**config.mk**
```make
export PLATFORM = sky130hd
export DESIGN_NAME = risc_mem_unit
export DESIGN_NICKNAME = d
export VERILOG_FILES = /design/src/rtl/risc_mem_pkg.sv /design/src/rtl/risc_mem_timeout.sv /design/src/rtl/risc_mem_unit.sv
export SDC_FILE = /design/constraint.sdc
export NUM_CORES = 1
export LEC_CHECK = 0
export BUFFER_PORTS_ARGS = -buffer_cell sky130_fd_sc_hd__buf_2
export CAP_MARGIN = 25
export CORE_MARGIN = 2
export CORE_UTILIZATION = 37
export CTS_BUF_LIST = sky130_fd_sc_hd__clkbuf_8
export CTS_CLUSTER_DIAMETER = 80
export CTS_CLUSTER_SIZE = 24
export DETAILED_ROUTE_END_ITERATION = 7
export PLACE_DENSITY = 0.6
export SETUP_SLACK_MARGIN = 0.1
export SLEW_MARGIN = 20
export SYNTH_ARGS = -nofsm -noshare
export SYNTH_HDL_FRONTEND = slang
export SYNTH_SLANG_ARGS = --single-unit
```
**constraint.sdc**
```tcl
create_clock -name aClock -period 1.8 [get_ports aClock]
set_input_delay 0.36 -clock aClock [delete_from_list [all_inputs] [get_ports aClock]]
set_output_delay 0.36 -clock aClock [all_outputs]
set_load 0.02 [all_outputs]
```
**src/rtl/risc_mem_pkg.sv**
```systemverilog
`default_nettype none
// +------------------------------------------------------------------------+
// | Module      : risc_mem_pkg                                             |
// | Description : Shared op, fault and state encodings for the memory unit |
// | Revision    : 1.0 - initial release                                    |
// +------------------------------------------------------------------------+
package risc_mem_pkg;

    typedef enum logic [2:0] {
        OP_FETCH = 3'd0,
        OP_LOAD  = 3'd1,
        OP_STORE = 3'd2,
        OP_PUSH  = 3'd3,
        OP_POP   = 3'd4
    } mem_op_e;

    typedef enum logic [1:0] {
        FLT_NONE       = 2'd0,
        FLT_ILLEGAL_OP = 2'd1,
        FLT_STACK      = 2'd2,
        FLT_TIMEOUT    = 2'd3
    } mem_fault_e;

    typedef enum logic [1:0] {
        S_IDLE    = 2'd0,
        S_ACCESS  = 2'd1,
        S_RESPOND = 2'd2,
        S_FAULT   = 2'd3
    } mem_state_e;

    function automatic logic is_legal_op(input logic [2:0] i_op);
        return i_op <= 3'd4;
    endfunction

endpackage
`default_nettype wire

```
**src/rtl/risc_mem_timeout.sv**
```systemverilog
`default_nettype none
// +------------------------------------------------------------------------+
// | Module      : risc_mem_timeout                                         |
// | Description : Bus wait counter; flags the wait that reaches TIMEOUT    |
// | Revision    : 1.0 - initial release                                    |
// +------------------------------------------------------------------------+
module risc_mem_timeout #(
    parameter int TIMEOUT = 15
) (
    input  logic clk,
    input  logic rst_n,
    input  logic i_clear,
    input  logic i_enable,
    output logic o_expired
);

    generate
        if (TIMEOUT > 0) begin : g_timeout
            localparam int              c_CW   = (TIMEOUT > 1) ? $clog2(TIMEOUT + 1) : 1;
            localparam logic [c_CW-1:0] c_MAX  = c_CW'(TIMEOUT);
            localparam logic [c_CW-1:0] c_LAST = c_CW'(TIMEOUT - 1);
            localparam logic [c_CW-1:0] c_ONE  = c_CW'(1);

            logic [c_CW-1:0] r_count;

            always_ff @(posedge clk or negedge rst_n) begin
                if (!rst_n) begin
                    r_count <= '0;
                end else if (i_clear) begin
                    r_count <= '0;
                end else if (i_enable && (r_count != c_MAX)) begin
                    r_count <= r_count + c_ONE;
                end
            end

            // Expires on the wait cycle whose increment brings the count to TIMEOUT
            assign o_expired = i_enable && (r_count == c_LAST);
        end else begin : g_no_timeout
            logic w_unused;
            assign w_unused  = &{1'b0, clk, rst_n, i_clear, i_enable};
            assign o_expired = 1'b0;
        end
    endgenerate

endmodule
`default_nettype wire

```
**src/rtl/risc_mem_unit.sv**
```systemverilog
`default_nettype none
// +------------------------------------------------------------------------+
// | Module      : risc_mem_unit                                            |
// | Description : Memory-access sequencer: fetch/load/store/push/pop with  |
// |               wait states, bounded stack and bus timeout               |
// | Revision    : 1.0 - initial release                                    |
// +------------------------------------------------------------------------+
module risc_mem_unit
    import risc_mem_pkg::*;
#(
    parameter int          DATA_WIDTH  = 16,
    parameter int          ADDR_WIDTH  = 16,
    parameter int unsigned STACK_BASE  = 'h0200,
    parameter int unsigned STACK_LIMIT = 'h0300,
    parameter int          TIMEOUT     = 15
) (
    input  logic                  aClock,
    input  logic                  aResetN,
    input  logic                  aRequest,
    input  logic [2:0]            anOp,
    input  logic [ADDR_WIDTH-1:0] anAddress,
    input  logic [DATA_WIDTH-1:0] aWriteData,
    input  logic                  aClearFault,
    output logic                  anOutBusy,
    output logic                  anOutDone,
    output logic [DATA_WIDTH-1:0] anOutReadData,
    output logic [ADDR_WIDTH-1:0] anOutStackPointer,
    output logic                  anOutFault,
    output logic [1:0]            anOutFaultCode,
    output logic                  anOutMemRequest,
    output logic [ADDR_WIDTH-1:0] anOutMemAddress,
    output logic [DATA_WIDTH-1:0] anOutMemData,
    output logic                  anOutMemWrite,
    input  logic                  aMemReady,
    input  logic [DATA_WIDTH-1:0] aMemData
);

    localparam logic [ADDR_WIDTH-1:0] c_STACK_BASE  = ADDR_WIDTH'(STACK_BASE);
    localparam logic [ADDR_WIDTH-1:0] c_STACK_LIMIT = ADDR_WIDTH'(STACK_LIMIT);
    localparam logic [ADDR_WIDTH-1:0] c_ADDR_ONE    = ADDR_WIDTH'(1);

    mem_state_e            r_state;
    mem_state_e            w_state_nxt;
    mem_fault_e            r_fault_code;
    mem_fault_e            w_check_code;
    logic [2:0]            r_op;
    logic [ADDR_WIDTH-1:0] r_addr;
    logic [ADDR_WIDTH-1:0] r_sp;
    logic [DATA_WIDTH-1:0] r_wdata;
    logic [DATA_WIDTH-1:0] r_rdata;
    logic                  r_write;
    logic [ADDR_WIDTH-1:0] w_bus_addr;
    logic                  w_access;
    logic                  w_wait_clear;
    logic                  w_wait_enable;
    logic                  w_expired;

    assign w_access      = (r_state == S_ACCESS);
    assign w_wait_clear  = !w_access;
    assign w_wait_enable = w_access && !aMemReady;

    risc_mem_timeout #(
        .TIMEOUT (TIMEOUT)
    ) u_timeout (
        .clk       (aClock),
        .rst_n     (aResetN),
        .i_clear   (w_wait_clear),
        .i_enable  (w_wait_enable),
        .o_expired (w_expired)
    );

    // Request checks in priority order; the first failure wins
    always_comb begin
        w_check_code = FLT_NONE;
        if (!is_legal_op(anOp)) begin
            w_check_code = FLT_ILLEGAL_OP;
        end else if ((anOp == OP_PUSH) && (r_sp == c_STACK_LIMIT)) begin
            w_check_code = FLT_STACK;
        end else if ((anOp == OP_POP) && (r_sp == c_STACK_BASE)) begin
            w_check_code = FLT_STACK;
        end
    end

    always_comb begin
        w_bus_addr = anAddress;
        if (anOp == OP_PUSH) begin
            w_bus_addr = r_sp;
        end else if (anOp == OP_POP) begin
            w_bus_addr = r_sp - c_ADDR_ONE;
        end
    end

    always_ff @(posedge aClock or negedge aResetN) begin
        if (!aResetN) begin
            r_state <= S_IDLE;
        end else begin
            r_state <= w_state_nxt;
        end
    end

    always_comb begin
        w_state_nxt = r_state;
        case (r_state)
            S_IDLE: begin
                if (aRequest) begin
                    w_state_nxt = (w_check_code == FLT_NONE) ? S_ACCESS : S_FAULT;
                end
            end
            S_ACCESS: begin
                if (aMemReady) begin
                    w_state_nxt = S_RESPOND;
                end else if (w_expired) begin
                    w_state_nxt = S_FAULT;
                end
            end
            S_RESPOND: w_state_nxt = S_IDLE;
            S_FAULT: begin
                if (aClearFault) begin
                    w_state_nxt = S_IDLE;
                end
            end
            default: w_state_nxt = S_IDLE;
        endcase
    end

    always_ff @(posedge aClock or negedge aResetN) begin
        if (!aResetN) begin
            r_op         <= 3'd0;
            r_addr       <= '0;
            r_wdata      <= '0;
            r_write      <= 1'b0;
            r_rdata      <= '0;
            r_sp         <= c_STACK_BASE;
            r_fault_code <= FLT_NONE;
        end else begin
            case (r_state)
                S_IDLE: begin
                    if (aRequest) begin
                        r_op    <= anOp;
                        r_addr  <= w_bus_addr;
                        r_wdata <= aWriteData;
                        r_write <= (anOp == OP_STORE) || (anOp == OP_PUSH);
                        r_fault_code <= w_check_code;
                    end
                end
                S_ACCESS: begin
                    // SP moves on the ready edge so it is already updated while done is high
                    if (aMemReady) begin
                        if (!r_write) begin
                            r_rdata <= aMemData;
                        end
                        if (r_op == OP_PUSH) begin
                            r_sp <= r_sp + c_ADDR_ONE;
                        end else if (r_op == OP_POP) begin
                            r_sp <= r_sp - c_ADDR_ONE;
                        end
                    end else if (w_expired) begin
                        r_fault_code <= FLT_TIMEOUT;
                    end
                end
                S_FAULT: begin
                    if (aClearFault) begin
                        r_fault_code <= FLT_NONE;
                    end
                end
                default: ;
            endcase
        end
    end

    assign anOutBusy         = (r_state != S_IDLE);
    assign anOutDone         = (r_state == S_RESPOND);
    assign anOutFault        = (r_state == S_FAULT);
    assign anOutFaultCode    = r_fault_code;
    assign anOutReadData     = r_rdata;
    assign anOutStackPointer = r_sp;
    assign anOutMemRequest   = w_access;
    assign anOutMemAddress   = w_access ? r_addr  : '0;
    assign anOutMemData      = w_access ? r_wdata : '0;
    assign anOutMemWrite     = w_access && r_write;

endmodule
`default_nettype wire

```
* Word level (Yosys, flattened, before mapping)
Cells that the tools add are included.
** Cells by class
- $add $sub $neg :: 3
- $lt $le $gt $ge :: 1
- Equality and inequality tests :: 18
- Mux-type cells :: 20
- Bitwise gates (word level) :: 1
- Reduce and logical (&&, ||, !) cells :: 18
** Operators by type and width (number)
- 16-bit 2-to-1 mux :: 6
- 16-bit by 10-bit == test with 1-bit output (second input constant) :: 2
- 2-bit 2-to-1 mux :: 10
- 16-bit by 1-bit adder with 16-bit output (second input constant) :: 1
- 16-bit by 1-bit subtractor with 16-bit output (second input constant) :: 1
- 3-bit by 2-bit == test with 1-bit output (second input constant) :: 3
- 3-bit AND reduction :: 3
- 4-bit 2-to-1 mux :: 2
- 2-bit one-hot mux with 4 select lines :: 1
- 3-bit == test (second input constant) :: 2
- 1-bit logical AND :: 6
- 2-bit inequality test (second input constant) :: 3
- 2-bit one-hot mux with 3 select lines :: 1
- 5-bit AND reduction :: 1
- 4-bit by 1-bit adder with 4-bit output (second input constant) :: 1
- 2-bit == test (second input constant) :: 2
- 4-bit == test (second input constant) :: 1
- 2-bit zero test :: 2
- 2-bit by 1-bit inequality test with 1-bit output (second input constant) :: 2
- 4-bit inequality test (second input constant) :: 1
- 2-bit nonzero test :: 2
- 3-bit <= comparator (second input constant) :: 1
- 3-bit by 2-bit inequality test with 1-bit output (second input constant) :: 1
- 3-bit nonzero test :: 1
- 5 further kinds :: 5
** Word-level totals
- Register bits after elaboration :: 76
- Input bits :: 56
- Output and inout bits :: 71
- Word-level logic and storage cells :: 70

* Logic depth before layout (Yosys ltp)
Gate-level depths: netlist of the first run.
- Depth in word-level cells :: 9
- Gate-level depth with buffers :: 8
- Depth with buffers taken out :: 7

* By module
A second synthesis of the first run with hierarchy kept.
** Second synthesis, totals
- Cells, all modules :: 459
- Area, all modules :: 4221.5 µm²
** Modules (own cells, without submodules)
- risc_mem_unit :: instances 1, cells each 436, area an instance 3961.3 µm², seq. area each 1803.0 µm²
- risc_mem_timeout :: instances 1, cells each 23, area an instance 260.2 µm², seq. area each 100.1 µm²

* Least setup slack after synthesis of the first run
OpenSTA, ideal clock, no wires.
- Kind :: register to register
- Start point :: reg r_sp[0] (netlist: anOutStackPointer[0])
- End point :: reg r_addr[6]
- Setup time :: 131 ps
- Arrival :: 1849 ps
- Path slack :: -181 ps
- Cell stages (with the launch flop) :: 9
- Period minus slack after synthesis :: 1981 ps
- Cell sequence :: dfrtp_1 > buf_2 > inv_1 > ha_1 > or3b_4 > nor3_4 > o21ai_1 > a222oi_1 > o21ai_1
** On the way
- Longest elaborated chain between the ends :: 3
** RTL lines
- start, declared :: RTL line risc_mem_unit.sv:48 : logic [ADDR_WIDTH-1:0] r_sp;
- start signal, assigned :: RTL line risc_mem_unit.sv:133 : r_sp <= c_STACK_BASE;
- start signal, assigned :: RTL line risc_mem_unit.sv:153 : r_sp <= r_sp + c_ADDR_ONE;
- start signal, assigned :: RTL line risc_mem_unit.sv:155 : r_sp <= r_sp - c_ADDR_ONE;
- 16-bit by 1-bit subtractor with 16-bit output :: RTL line risc_mem_unit.sv:89 : w_bus_addr = r_sp - c_ADDR_ONE;
- 16-bit 2-to-1 mux :: RTL line risc_mem_unit.sv:88 : end else if (anOp == OP_POP) begin
- 16-bit 2-to-1 mux :: RTL line risc_mem_unit.sv:86 : if (anOp == OP_PUSH) begin
- end signal, assigned :: RTL line risc_mem_unit.sv:140 : r_addr <= w_bus_addr;
- end, declared :: RTL line risc_mem_unit.sv:47 : logic [ADDR_WIDTH-1:0] r_addr;
No other way between the ends.
A chain may end at the register's enable or synchronous reset.

* Final worst setup path of the first run
- Start point :: reg r_state[0]
- End point :: out anOutMemData[10]
** On the way
- Longest elaborated chain between the ends :: 2
** RTL lines
- start, declared :: RTL line risc_mem_unit.sv:42 : mem_state_e r_state;
- start signal, assigned :: RTL line risc_mem_unit.sv:97 : r_state <= w_state_nxt;
- 2-bit by 1-bit == test with 1-bit output :: RTL line risc_mem_unit.sv:58 : assign w_access = (r_state == S_ACCESS);
- 16-bit 2-to-1 mux :: RTL line risc_mem_unit.sv:179 : assign anOutMemData = w_access ? r_wdata : '0;
- end, declared :: RTL line risc_mem_unit.sv:32 : output logic [DATA_WIDTH-1:0] anOutMemData,
No other way between the ends.

==> out/summary.txt, run 1 <==
RUN STATUS
------------------------------------------------------------------------------------------
Run status .................................................................. finished, violations left
Violations in the final reports ............................................. negative setup slack

STA
------------------------------------------------------------------------------------------
Summed negative setup slack over all endpoints ..............................     -2310 ps
Worst max-slew margin expressed relative to the limit .......................        62.7%
Shortest period the worst path allows .......................................      1910 ps
Number of hold violations in the final report ...............................            0
Post-route fraction of the period consumed by the critical path .............         106%
Worst-case hold slack .......................................................       190 ps
Unrepaired setup endpoints after global routing .............................         true
Slew at the pin closest to its max-slew limit ...............................       559 ps
Worst clock skew ............................................................      11.7 ps
Timing-limited maximum frequency ............................................    0.523 GHz
Number of slew-limit violations in the final report .........................            0
Number of setup violations in the final report ..............................           34
Crit path setup slack, layout ...............................................      -112 ps

CLOCKING
------------------------------------------------------------------------------------------
H-tree depth reported by CTS ................................................            3
Clock tree root buffer cell ................................................. sky130_fd_sc_hd__clkbuf_8
Clock tree from TritonCTS ...................................................          yes
Clk_lat worst skew ..........................................................       360 ps
Cts bufs inserted ...........................................................            9
Clk sink count ..............................................................           76
Clock edge transition at the registers on the reported setup and hold paths .        90 ps
Number of buffers on the longest clock path .................................            2

ROUTING
------------------------------------------------------------------------------------------
Detailed-routing iteration count for the pre-antenna-repair pass ............            4
Routed vias/inst ............................................................         5.24
DRC violations left .........................................................            0
Antenna viol nets, final ....................................................            0
Routed wirelength normalized by instance count ..............................      16.1 um
Initial DRC Count ...........................................................          183
Via count of the routed design ..............................................         4141
Post-detailed-routing wire length ...........................................      12.8 mm

YOSYS
------------------------------------------------------------------------------------------
Synth Flop Type ............................................................. sky130_fd_sc_hd__dfrtp_1
Post-Syn Area per Cell ......................................................    9.21 um^2
Post-synthesis share of cell area spent on and, or, nand and nor gates ......        28.0%
Async set or reset register ratio after synthesis ...........................         100%
Post-synthesis cell area ....................................................    4380 um^2
Synth Area in Compound Gates ................................................        13.9%
Number of synthesized register bits .........................................           76
Warnings, synthesis .........................................................            0
Cells after Synth ...........................................................          476
Fraction of synthesized area in multiplexers ................................        4.11%
Sequential fraction of the synthesis area ...................................        43.4%
Dominant combinational cell family by area after synthesis .................. simple AND/OR/NAND/NOR gates
Number of nets in the synthesized netlist ...................................          536
Adder and majority cell fraction of the synthesized area ....................        1.14%
Number of flops mapped to enable cells by yosys .............................            0
Synth Area in XOR/XNOR ......................................................        4.00%
Count of cell types in the netlist ..........................................           67

DIE
------------------------------------------------------------------------------------------
FP Rows .....................................................................           39
Die span in x ...............................................................       113 um
Starting density of the core ................................................        38.2%
DIE AREA ....................................................................   12700 um^2
Die height ..................................................................       113 um
# IOs .......................................................................          127
Core region area ............................................................   11500 um^2

GRT
------------------------------------------------------------------------------------------
Tot GR Track Use ............................................................        20.0%
Pin count of the biggest net entering global routing ........................           32
Number of global-route vias before repair ...................................         3997
Global-route wire length before repair ......................................      20.4 mm
Number of antenna violations at the first check in global routing ...........            0
Total overflow reported by the global router ................................            0

POWER
------------------------------------------------------------------------------------------
Ratio of total power to cell area ........................................... 1570 nW/um^2
Static leakage ..............................................................   0.00291 uW
Largest voltage drop on the vdd net .........................................     0.805 mV
Overall Power ...............................................................      9540 uW

LAYOUT
------------------------------------------------------------------------------------------
Antenna Cells ...............................................................            0
Cell Count, Final, Fillers Out ..............................................          790
Synthesis-to-layout area growth .............................................        38.8%
NumNets Final ...............................................................          703
Fraction of final layout cells with drive strength greater than 1 ...........        44.2%
FILL cells ..................................................................         1076

WORST SETUP PATH
------------------------------------------------------------------------------------------
Worst endpoint required time ................................................      1440 ps
Capturing element type of the critical path .................................  output port
WS Path Type ................................................................ flip-flop to output port
Crit path max-delay cell type ............................................... sky130_fd_sc_hd__dfrtp_1
Worst Path Max Fanout .......................................................           30
Setup crit start kind .......................................................    flip-flop
CP peak stage delay .........................................................       430 ps
Top Family by Delay on Critical Path ........................................ buffers and inverters
Signal arrival time at the worst endpoint ...................................      1550 ps
Critical path buffer and inverter count .....................................            3
Cells along the critical path ............................................... nand2b_4 > clkinvlp_4 > buf_12 > and2_2 > buf_2

PLACE
------------------------------------------------------------------------------------------
Gpl congestion ..............................................................        0.883
DPL Wire Length .............................................................      9.34 mm
Placed Cells ................................................................          756
Input/output buffers ........................................................          126

WORST HOLD PATH
------------------------------------------------------------------------------------------
Worst min-delay path category ............................................... input port to flip-flop

FLOW RUN
------------------------------------------------------------------------------------------
Max Cap Violations ..........................................................            0

## final timing paths
kind,start,to,slack [ps],cells after the start
setup / recovery,r_state[0],anOutMemData[10],-110,5
hold / removal,aWriteData[1],r_wdata[1],190,3
setup reg to reg,r_state[0],anOutStackPointer[13],80,8
hold reg to reg,r_addr[9],r_addr[9],470,2
max in group asynchronous,aResetN,r_wdata[0],720,3
min in group asynchronous,aResetN,r_addr[13],490,2
## logic make-up (layout without fill, tap and decap cells)
| logic type | after synthesis | count (layout) |
|---|---|---|
| xor gates and xnor gates | 20 | 20 |
| muxes | 16 | 16 |
| and+or+nand+nor | 225 | 225 |
| adders and majority gates | 4 | 4 |
| AOI/OAI and AO/OA | 91 | 91 |
| buffers and inverters | 44 | 215 |
| DFF | 76 | 76 |
## state kept, by name, indices dropped and copies added (netlist names)
register / cells
anOutReadData: 16
anOutStackPointer: 16
r_addr: 16
r_wdata: 16
u_timeout.g_timeout.r_count: 4
r_op: 3
anOutFaultCode: 2
r_state: 2
r_write: 1
## power by group
| part | leakage, uW | switching (uW) | internal, uW | total [uW] |
|---|---|---|---|---|
| sequential | 0.000926 | 490 | 2440 | 2930 |
| combinational | 0.00189 | 2890 | 2270 | 5160 |
| clock | 0.000102 | 677 | 775 | 1450 |
| total | 0.00291 | 4060 | 5480 | 9540 |
## cell usage in the layout, fill, tap and decap left out, drive strengths merged, types with 3 or more instances in the layout
cell type and instances:
dfrtp 75, nor2b 4, ha 4, inv 9, a31oi 5, a21oi 22
o22ai 4, buf 190, nor4 6, a221oi 6, nand4 11, nor3b 3
or3 5, and2 36, mux2 16, o21ai 27, clkbuf 9, nand3 14
o21a 4, xnor2 10, clkinvlp 3, a211oi 3, xor2 10, nor3 12
nor2 31, nand2 89
## stage by stage
stage | worst slack (ps) | util [%] | area (um^2)
floorplan | -100 | - | 4410
global placement | -10.6 | 47.1 | 5410
detailed placement | -21.4 | 47.1 | 5410
CTS | -83.3 | 50.4 | 5780
global route | -174 | 53.1 | 6090
finish | -112 | 53.1 | 6090
## routing by layer
metal  part of all wire, %  routed length, um  global-route usage, %  vias up
li1                      -                  -                      -     1978
met1                    44               5670                   26.4     2051
met2                    50               6410                   34.1      105
met3                   4.4                562                   3.05        7
met4                  0.89                114                   6.10        0
met5                     0                  0                      0        -
## cells in the mapped netlist, types with 3 or more instances
library cell,n,area share [%]
sky130_fd_sc_hd__nor3_1,6,0.68
sky130_fd_sc_hd__nor2_1,28,2.4
sky130_fd_sc_hd__nor3_2,3,0.68
sky130_fd_sc_hd__buf_6,5,1.3
sky130_fd_sc_hd__xor2_1,10,2.0
sky130_fd_sc_hd__a211oi_1,3,0.51
sky130_fd_sc_hd__o22ai_1,4,0.57
sky130_fd_sc_hd__clkbuf_1,12,1.0
sky130_fd_sc_hd__buf_2,12,1.4
sky130_fd_sc_hd__nand3_1,13,1.5
sky130_fd_sc_hd__a31oi_1,5,0.71
sky130_fd_sc_hd__inv_1,9,0.77
sky130_fd_sc_hd__nor3b_2,3,0.86
sky130_fd_sc_hd__xnor2_1,10,2.0
sky130_fd_sc_hd__nor3_4,3,1.1
sky130_fd_sc_hd__nand2_1,89,7.6
sky130_fd_sc_hd__nor2_2,3,0.43
sky130_fd_sc_hd__buf_4,5,0.86
sky130_fd_sc_hd__a21oi_1,21,2.4
sky130_fd_sc_hd__a221oi_1,6,1.2
sky130_fd_sc_hd__nand4_1,10,1.4
sky130_fd_sc_hd__o21a_1,4,0.68
sky130_fd_sc_hd__o21ai_1,17,1.9
sky130_fd_sc_hd__and2_1,36,5.1
sky130_fd_sc_hd__nor4_1,5,0.71
sky130_fd_sc_hd__ha_1,4,1.1
sky130_fd_sc_hd__or3_1,4,0.57
sky130_fd_sc_hd__nor2b_1,4,0.57
sky130_fd_sc_hd__mux2_2,10,2.6
sky130_fd_sc_hd__dfrtp_1,75,43
sky130_fd_sc_hd__o21ai_0,10,1.1
sky130_fd_sc_hd__mux2_1,6,1.5
## layout make-up
type	count	area, um^2	area share [%]
multi-input cells	356	2470	40.5
flip-flops and latches	76	1910	31.4
repair buffers	191	1270	20.9
well taps	143	179	2.94
clock buffers	9	124	2.03
clock inverters	6	88.8	1.46
inverters	9	40.0	0.658
## worst min-delay path, delay by kind of cell
family	cells	cell delay [ps]
buffers and inverters	1	70
AND/OR/NAND/NOR	2	90
## repair_timing
action | CTS | global route
hold buffers | 1 | 0
gates resized for setup | 26 | 56
setup buffers | 8 | 10
endpoints found under the hold margin | 28 | 0
cloned | 0 | 0
endpoints found under the setup margin | 43 | 69
pin swaps | 8 | 22
(Power assumes the default switching activity.)
==> inputs of run 2 (changes only) <==
--- a/config.mk
+++ b/config.mk
@@ -13,7 +13,7 @@
 export CTS_CLUSTER_DIAMETER = 80
 export CTS_CLUSTER_SIZE = 24
 export DETAILED_ROUTE_END_ITERATION = 7
-export PLACE_DENSITY = 0.6
+export PLACE_DENSITY = 0.69
 export SETUP_SLACK_MARGIN = 0.1
 export SLEW_MARGIN = 20
 export SYNTH_ARGS = -nofsm -noshare
==> out/summary.txt, run 2 (same netlist as run 1, synthesis figures left out) <==
ROUTING
------------------------------------------------------------------------------------------
Detailed-routing iteration count for the pre-antenna-repair pass ............            6   +2
Via count of the routed design ..............................................         4240   +2.4%
Routed vias/inst ............................................................         5.37   +2.5%
Highest routed metal layer ..................................................         met4
Met2 WL post-DR .............................................................      6.20 mm   -3.2%
Routed wirelength normalized by instance count ..............................      16.8 um   +3.8%
Post-detailed-routing wire length ...........................................      13.2 mm   +3.7%
WL met1 .....................................................................      5.74 mm   +1.1%
Antenna viol nets, final ....................................................            0   unchanged
Initial DRC Count ...........................................................          306   +67%
DRC violations left .........................................................            0   unchanged
Met3 routed WL ..............................................................       924 um   +64%

WORST SETUP PATH
------------------------------------------------------------------------------------------
Capturing element type of the critical path .................................    flip-flop
Critical path buffer and inverter count .....................................            0   -3
Top Family by Delay on Critical Path ........................................ simple AND/OR/NAND/NOR gates
Cells along the critical path ............................................... nor3b_2 > nand3_1 > nor4_1 > a31oi_1 > xnor2_1
WS Path Type ................................................................ flip-flop to flip-flop
CP peak stage delay .........................................................       420 ps   about the same
Critical R2R Capture ........................................................ anOutStackPointer[12]
Number of cells on the worst reg-to-reg path ................................            5   -3
Reg2Reg Setup Slack .........................................................       -80 ps   -160 ps
Beginning of the worst register-to-register path ............................      r_op[1]
Worst Path Max Fanout .......................................................            5   -83%
Number of cells on the critical path ........................................            5   unchanged
Signal arrival time at the worst endpoint ...................................      2130 ps   +580 ps
Worst endpoint required time ................................................      2040 ps   +600 ps
Crit path max-delay cell type ............................................... sky130_fd_sc_hd__dfrtp_1
Setup crit start kind .......................................................    flip-flop

STA
------------------------------------------------------------------------------------------
Number of setup violations in the final report ..............................            1   -97%
Unrepaired setup endpoints after global routing .............................         true
Worst-case hold slack .......................................................     -6.90 ps   -197 ps
Timing-limited maximum frequency ............................................    0.531 GHz   +1.4%
Post-route fraction of the period consumed by the critical path .............         105%   -1.5 points
Worst clock skew ............................................................      6.95 ps   -4.79 ps
Slew at the pin closest to its max-slew limit ...............................       431 ps   -128 ps
Number of hold violations in the final report ...............................            7   +7
Crit path setup slack, layout ...............................................     -84.5 ps   +27.2 ps
Worst max-slew margin expressed relative to the limit .......................        71.3%   +8.6 points
Number of slew-limit violations in the final report .........................            0   unchanged
Shortest period the worst path allows .......................................      1880 ps   -27.2 ps

WORST HOLD PATH
------------------------------------------------------------------------------------------
Worst min-delay path category ............................................... input port to async pin

DIE
------------------------------------------------------------------------------------------
Die span in x ...............................................................       113 um   unchanged
Die height ..................................................................       113 um   unchanged
# IOs .......................................................................          127   unchanged
DIE AREA ....................................................................   12700 um^2   unchanged
Starting density of the core ................................................        38.2%   unchanged
FP Rows .....................................................................           39   unchanged
Core region area ............................................................   11500 um^2   unchanged

POWER
------------------------------------------------------------------------------------------
Share of total power in combinational logic .................................        57.9%   +3.8 points
Sw frac .....................................................................        42.2%   -0.36 points
Ratio of total power to cell area ........................................... 1610 nW/um^2   +2.8%
Largest voltage drop on the vdd net .........................................      1.05 mV   +31%
Overall Power ...............................................................     10200 uW   +7.1%
Portion of total power attributed to the clock network ......................        12.9%   -2.3 points
Net switching component of the power ........................................      4310 uW   +6.2%
Internal ....................................................................      5910 uW   +7.8%
Share of total power in sequential cells ....................................        29.2%   -1.5 points
Static leakage ..............................................................   0.00296 uW   +1.6%

LAYOUT
------------------------------------------------------------------------------------------
Fraction of final layout cells with drive strength greater than 1 ...........        49.2%   +5.0 points
Most common library cell in the layout ignoring fill and taps ............... sky130_fd_sc_hd__buf_2
NumNets Final ...............................................................          702   -0.14%
Design Area, Final ..........................................................    6340 um^2   +4.2%
Antenna Cells ...............................................................            0   unchanged
Synthesis-to-layout area growth .............................................        44.6%
FILL cells ..................................................................         1014   -5.8%
Cell Count, Final, Fillers Out ..............................................          789   -0.13%
Most used cells in the layout excluding fill and tap cells .................. 88 x sky130_fd_sc_hd__buf_2, 85 x sky130_fd_sc_hd__nand2_1, 68 x sky130_fd_sc_hd__dfrtp_1

GRT
------------------------------------------------------------------------------------------
Tot GR Track Use ............................................................        20.0%   +0.023 points
Pin count of the biggest net entering global routing ........................           77   +140%
Total overflow reported by the global router ................................            0   unchanged
Number of global-route vias before repair ...................................         4136   +3.5%
Global-route wire length before repair ......................................      20.4 mm   +0.28%
Number of antenna violations at the first check in global routing ...........            0   unchanged

CLOCKING
------------------------------------------------------------------------------------------
Clock edge transition at the registers on the reported setup and hold paths .        80 ps   about the same
Clk_lat worst skew ..........................................................       360 ps   about the same
Number of buffers on the longest clock path .................................            2   unchanged
Clock tree root buffer cell ................................................. sky130_fd_sc_hd__clkbuf_8
Clock tree from TritonCTS ...................................................          yes
Clk sink count ..............................................................           76   unchanged
Cts bufs inserted ...........................................................            9   unchanged
H-tree depth reported by CTS ................................................            3   unchanged

FLOW RUN
------------------------------------------------------------------------------------------
Max Cap Violations ..........................................................            0   unchanged

PLACE
------------------------------------------------------------------------------------------
Input/output buffers ........................................................          126   unchanged
DPL Wire Length .............................................................      8.89 mm   -4.8%
Area after detailed placement ...............................................    5400 um^2   -0.14%
Gpl congestion ..............................................................        0.876   -0.80%
Placed Cells ................................................................          755   -0.13%

RUN STATUS
------------------------------------------------------------------------------------------
Run status .................................................................. finished, violations left
Violations in the final reports ............................................. negative hold slack, negative setup slack

run 2: cell types whose count changed in the layout (fill, tap and decap cells not counted), sizes merged:
cell / before / now
buf: 190 / 188
bufinv: 2 / 1
clkbuf: 9 / 10
clkinv: 1 / 2
dlygate4sd3: 1 / 0
nand4: 11 / 12
run 2: what timing repair did:
item	CTS	global route
hold endpoints to repair	0	0
hold buffers	0	0
setup buffers	7	9
gates resized for setup	100	77
cloned	1	2
pin swaps	23	30
setup endpoints to repair	46	59
run 2: routing by layer:
layer,vias up,global-route usage [%]
met3,31,2.46
met4,0,9.19
met5,-,0
li1,1988,-
met2,202,31.7
met1,2019,27.6
run 2: final cells by class:
| class | instances | area, um^2 | area share [%] |
|---|---|---|---|
| inverter | 9 | 43.8 | 0.691 |
| tap | 143 | 179 | 2.82 |
| clock inverter | 6 | 66.3 | 1.05 |
| clock buffer | 9 | 124 | 1.95 |
| multi-input combinational | 357 | 2550 | 40.2 |
| timing repair buffer | 189 | 1460 | 23.1 |
| sequential | 76 | 1910 | 30.2 |
run 2: how the worst max path moves through the flow:
stage / start / endpoint / slack, ps
after floorplan: anOutStackPointer[0] / r_addr[6] / -100
after global placement: anOutStackPointer[1] / r_addr[6] / 20
after detailed placement: anOutStackPointer[1] / r_addr[6] / -80
after CTS: r_state[1] / anOutMemData[9] / -20
after global routing: r_op[1] / anOutStackPointer[12] / -130
final: r_op[1] / anOutStackPointer[12] / -80
run 2: worst reg2reg max path, cell delays in order (launching register included):
cell and delay [ps]:
sky130_fd_sc_hd__dfrtp_1 420, sky130_fd_sc_hd__nor3b_2 320, sky130_fd_sc_hd__nand3_1 330, sky130_fd_sc_hd__nor4_1 430
sky130_fd_sc_hd__a31oi_1 120, sky130_fd_sc_hd__xnor2_1 160
run 2: power groups by stage:
stage / Sequential, uW / Clock (uW) / Combinational, uW
global route: 3090 / 1400 / 6360
global placement: 2950 / 0 / 4340
floorplan: 3170 / 0 / 2660
detailed placement: 3000 / 0 / 4420
CTS: 2960 / 1350 / 5240
finish: 2990 / 1320 / 5910
run 2: per-stage QoR:
step | TNS, ps | utilization [%] | worst slack (ps)
2_1_floorplan | -100 | - | -100
3_3_place_gp | 0 | 47.1 | 20.2
3_5_place_dp | -115 | 47.1 | -76.7
4_1_cts | -169 | 52.0 | -23.0
5_1_grt | -1320 | 55.3 | -128
6_report | -84.5 | 55.3 | -84.5
==> inputs of run 3 (changes only) <==
--- a/config.mk
+++ b/config.mk
@@ -13,7 +13,7 @@
 export CTS_CLUSTER_DIAMETER = 80
 export CTS_CLUSTER_SIZE = 24
 export DETAILED_ROUTE_END_ITERATION = 7
-export PLACE_DENSITY = 0.69
+export PLACE_DENSITY = 0.66
 export SETUP_SLACK_MARGIN = 0.1
 export SLEW_MARGIN = 20
 export SYNTH_ARGS = -nofsm -noshare
==> out/summary.txt, run 3 (same netlist as run 1, synthesis figures left out) <==
STA
------------------------------------------------------------------------------------------
Number of setup violations in the final report ..............................           35   +34
Number of hold violations in the final report ...............................            0   -7
Crit path setup slack, layout ...............................................      -147 ps   -62.9 ps
Number of slew-limit violations in the final report .........................            0   unchanged
Unrepaired setup endpoints after global routing .............................         true
Worst clock skew ............................................................      6.59 ps   -0.360 ps
Shortest period the worst path allows .......................................      1950 ps   +62.9 ps
Worst max-slew margin expressed relative to the limit .......................        66.8%   -4.5 points
Post-route fraction of the period consumed by the critical path .............         108%   +3.5 points
Timing-limited maximum frequency ............................................    0.514 GHz   -3.2%
Slew at the pin closest to its max-slew limit ...............................       497 ps   +66.8 ps

POWER
------------------------------------------------------------------------------------------
Largest voltage drop on the vdd net .........................................     0.856 mV   -19%
Ratio of total power to cell area ........................................... 1630 nW/um^2   +0.96%
Overall Power ...............................................................     10600 uW   +3.6%
Static leakage ..............................................................   0.00308 uW   +3.9%

CLOCKING
------------------------------------------------------------------------------------------
Clock tree root buffer cell ................................................. sky130_fd_sc_hd__clkbuf_8
Clk sink count ..............................................................           76   unchanged
Clock tree from TritonCTS ...................................................          yes
H-tree depth reported by CTS ................................................            3   unchanged
Clock edge transition at the registers on the reported setup and hold paths .        80 ps   about the same
Clk_lat worst skew ..........................................................       370 ps   about the same
Cts bufs inserted ...........................................................            9   unchanged
Number of buffers on the longest clock path .................................            2   unchanged

ROUTING
------------------------------------------------------------------------------------------
Post-detailed-routing wire length ...........................................      13.5 mm   +2.1%
Met3 routed WL ..............................................................       910 um   -1.5%
Routed vias/inst ............................................................         5.27   -2.0%
Routed wirelength normalized by instance count ..............................      16.8 um   +0.21%
Initial DRC Count ...........................................................          262   -14%
WL met1 .....................................................................      5.83 mm   +1.6%
Detailed-routing iteration count for the pre-antenna-repair pass ............            5   -1
Met2 WL post-DR .............................................................      6.39 mm   +3.0%
Antenna viol nets, final ....................................................            0   unchanged
DRC violations left .........................................................            0   unchanged
Highest routed metal layer ..................................................         met4
Via count of the routed design ..............................................         4235   -0.12%

WORST SETUP PATH
------------------------------------------------------------------------------------------
Beginning of the worst register-to-register path ............................ anOutStackPointer[0]
Number of cells on the critical path ........................................            6   +1
Top Family by Delay on Critical Path ........................................ buffers and inverters
Signal arrival time at the worst endpoint ...................................      1590 ps   -540 ps
Beginning of the critical path ..............................................   r_state[0]
Worst Path Max Fanout .......................................................            7   +2
CP peak stage delay .........................................................       440 ps   +20 ps
Worst endpoint required time ................................................      1440 ps   -600 ps
Critical path endpoint ...................................................... anOutMemAddress[5]
WS Path Type ................................................................ flip-flop to output port
Cells along the critical path ............................................... nand2b_4 > clkinvlp_4 > buf_12 > buf_8 > and2_4 > buf_6
Critical R2R Capture ........................................................    r_addr[6]
Crit path max-delay cell type ............................................... sky130_fd_sc_hd__dfrtp_2
Capturing element type of the critical path .................................  output port
Number of cells on the worst reg-to-reg path ................................            7   +2
Reg2Reg Setup Slack .........................................................        30 ps   +110 ps
Critical path buffer and inverter count .....................................            4   +4
Setup crit start kind .......................................................    flip-flop

LAYOUT
------------------------------------------------------------------------------------------
FILL cells ..................................................................         1023   +0.89%
Synthesis-to-layout area growth .............................................        48.5%
Antenna Cells ...............................................................            0   unchanged
FF/Latch Area ...............................................................    1910 um^2   about the same
Most common library cell in the layout ignoring fill and taps ............... sky130_fd_sc_hd__buf_2
Most used cells in the layout excluding fill and tap cells .................. 88 x sky130_fd_sc_hd__buf_2, 86 x sky130_fd_sc_hd__nand2_1, 67 x sky130_fd_sc_hd__dfrtp_1
Fraction of final layout cells with drive strength greater than 1 ...........        49.2%   -0.058 points
Cell Count, Final, Fillers Out ..............................................          804   +1.9%
Multi-input gate area .......................................................    2550 um^2   about the same
NumNets Final ...............................................................          716   +2.0%

WORST HOLD PATH
------------------------------------------------------------------------------------------
Worst min-delay path category ............................................... input port to flip-flop

PLACE
------------------------------------------------------------------------------------------
Placed Cells ................................................................          762   +0.93%
Gpl congestion ..............................................................        0.902   +3.0%
DPL Wire Length .............................................................      9.34 mm   +5.1%
Input/output buffers ........................................................          126   unchanged

GRT
------------------------------------------------------------------------------------------
Total overflow reported by the global router ................................            0   unchanged
Global-route wire length before repair ......................................      21.2 mm   +3.7%
Number of global-route vias before repair ...................................         4202   +1.6%
Tot GR Track Use ............................................................        21.0%   +0.99 points
Pin count of the biggest net entering global routing ........................           35   -55%
Number of antenna violations at the first check in global routing ...........            0   unchanged

DIE
------------------------------------------------------------------------------------------
Core region area ............................................................   11500 um^2   unchanged
Die span in x ...............................................................       113 um   unchanged
# IOs .......................................................................          127   unchanged
FP Rows .....................................................................           39   unchanged
Starting density of the core ................................................        38.2%   unchanged
Die height ..................................................................       113 um   unchanged
DIE AREA ....................................................................   12700 um^2   unchanged

RUN STATUS
------------------------------------------------------------------------------------------
Violations in the final reports ............................................. negative setup slack
Run status .................................................................. finished, violations left

FLOW RUN
------------------------------------------------------------------------------------------
Max Cap Violations ..........................................................            0   unchanged

[run 3: how the worst min path moves through the flow]
stage                              start               endpoint  slack [ps]  depth (start not counted)
final                      aWriteData[9]             r_wdata[9]         180                          3
after global routing      aWriteData[13]            r_wdata[13]         170                          3
after CTS                  aWriteData[9]             r_wdata[9]         160                          3
after detailed placement         aResetN  anOutStackPointer[13]         340                          1
after global placement           aResetN             r_addr[13]         340                          1
after floorplan                  aResetN      anOutFaultCode[0]          60                          0
[run 3: timing repair]
action                                  in CTS  in global routing
cloned                                       3                  0
buffers inserted                             9                 14
endpoints found under the setup margin      45                 61
hold buffers                                 1                  0
pin swaps                                   36                 29
gates resized for setup                    120                 58
hold endpoints to repair                    30                  0
[run 3: metal layers]
metal / global-route usage [%] / vias to the layer above
li1: - / 2008
met1: 29.4 / 2031
met2: 32.6 / 163
met3: 3.43 / 33
met4: 8.78 / 0
met5: 0 / -
[run 3: through the flow]
step           util [%]  cell area [um^2]  TNS, ps  hold slack [ps]  setup slack [ps]
6_report           56.8              6510    -4090              181              -147
3_3_place_gp       47.5              5450        0              338              1.80
5_1_grt            56.8              6510    -5850              172              -193
4_1_cts            53.7              6160    -4070              161              -144
3_5_place_dp       47.5              5450    -67.1              342             -67.1
2_1_floorplan         -              4410     -100             64.4              -100
[run 3: area by class of cell]
type | instances | area share, %
tap | 143 | 2.75
multi-input combinational | 356 | 39.2
clock buffer | 9 | 1.90
inverter | 9 | 0.615
clock inverter | 7 | 1.31
timing repair buffer | 204 | 24.8
sequential | 76 | 29.4
[run 3: power by group]
group	switching (uW)	internal (uW)	leakage (uW)
combinational	3140	3050	0.00203
sequential	533	2440	0.000927
clock	660	766	0.000117
[run 3: worst reg2reg max path: cells and delay by family (launching register included)]
kind	cells	cell delay, ps
AOI/OAI and AO/OA	3	450
buffers and inverters	1	70
and+or+nand+nor	2	570
DFF	1	430
adders and majority gates	1	130
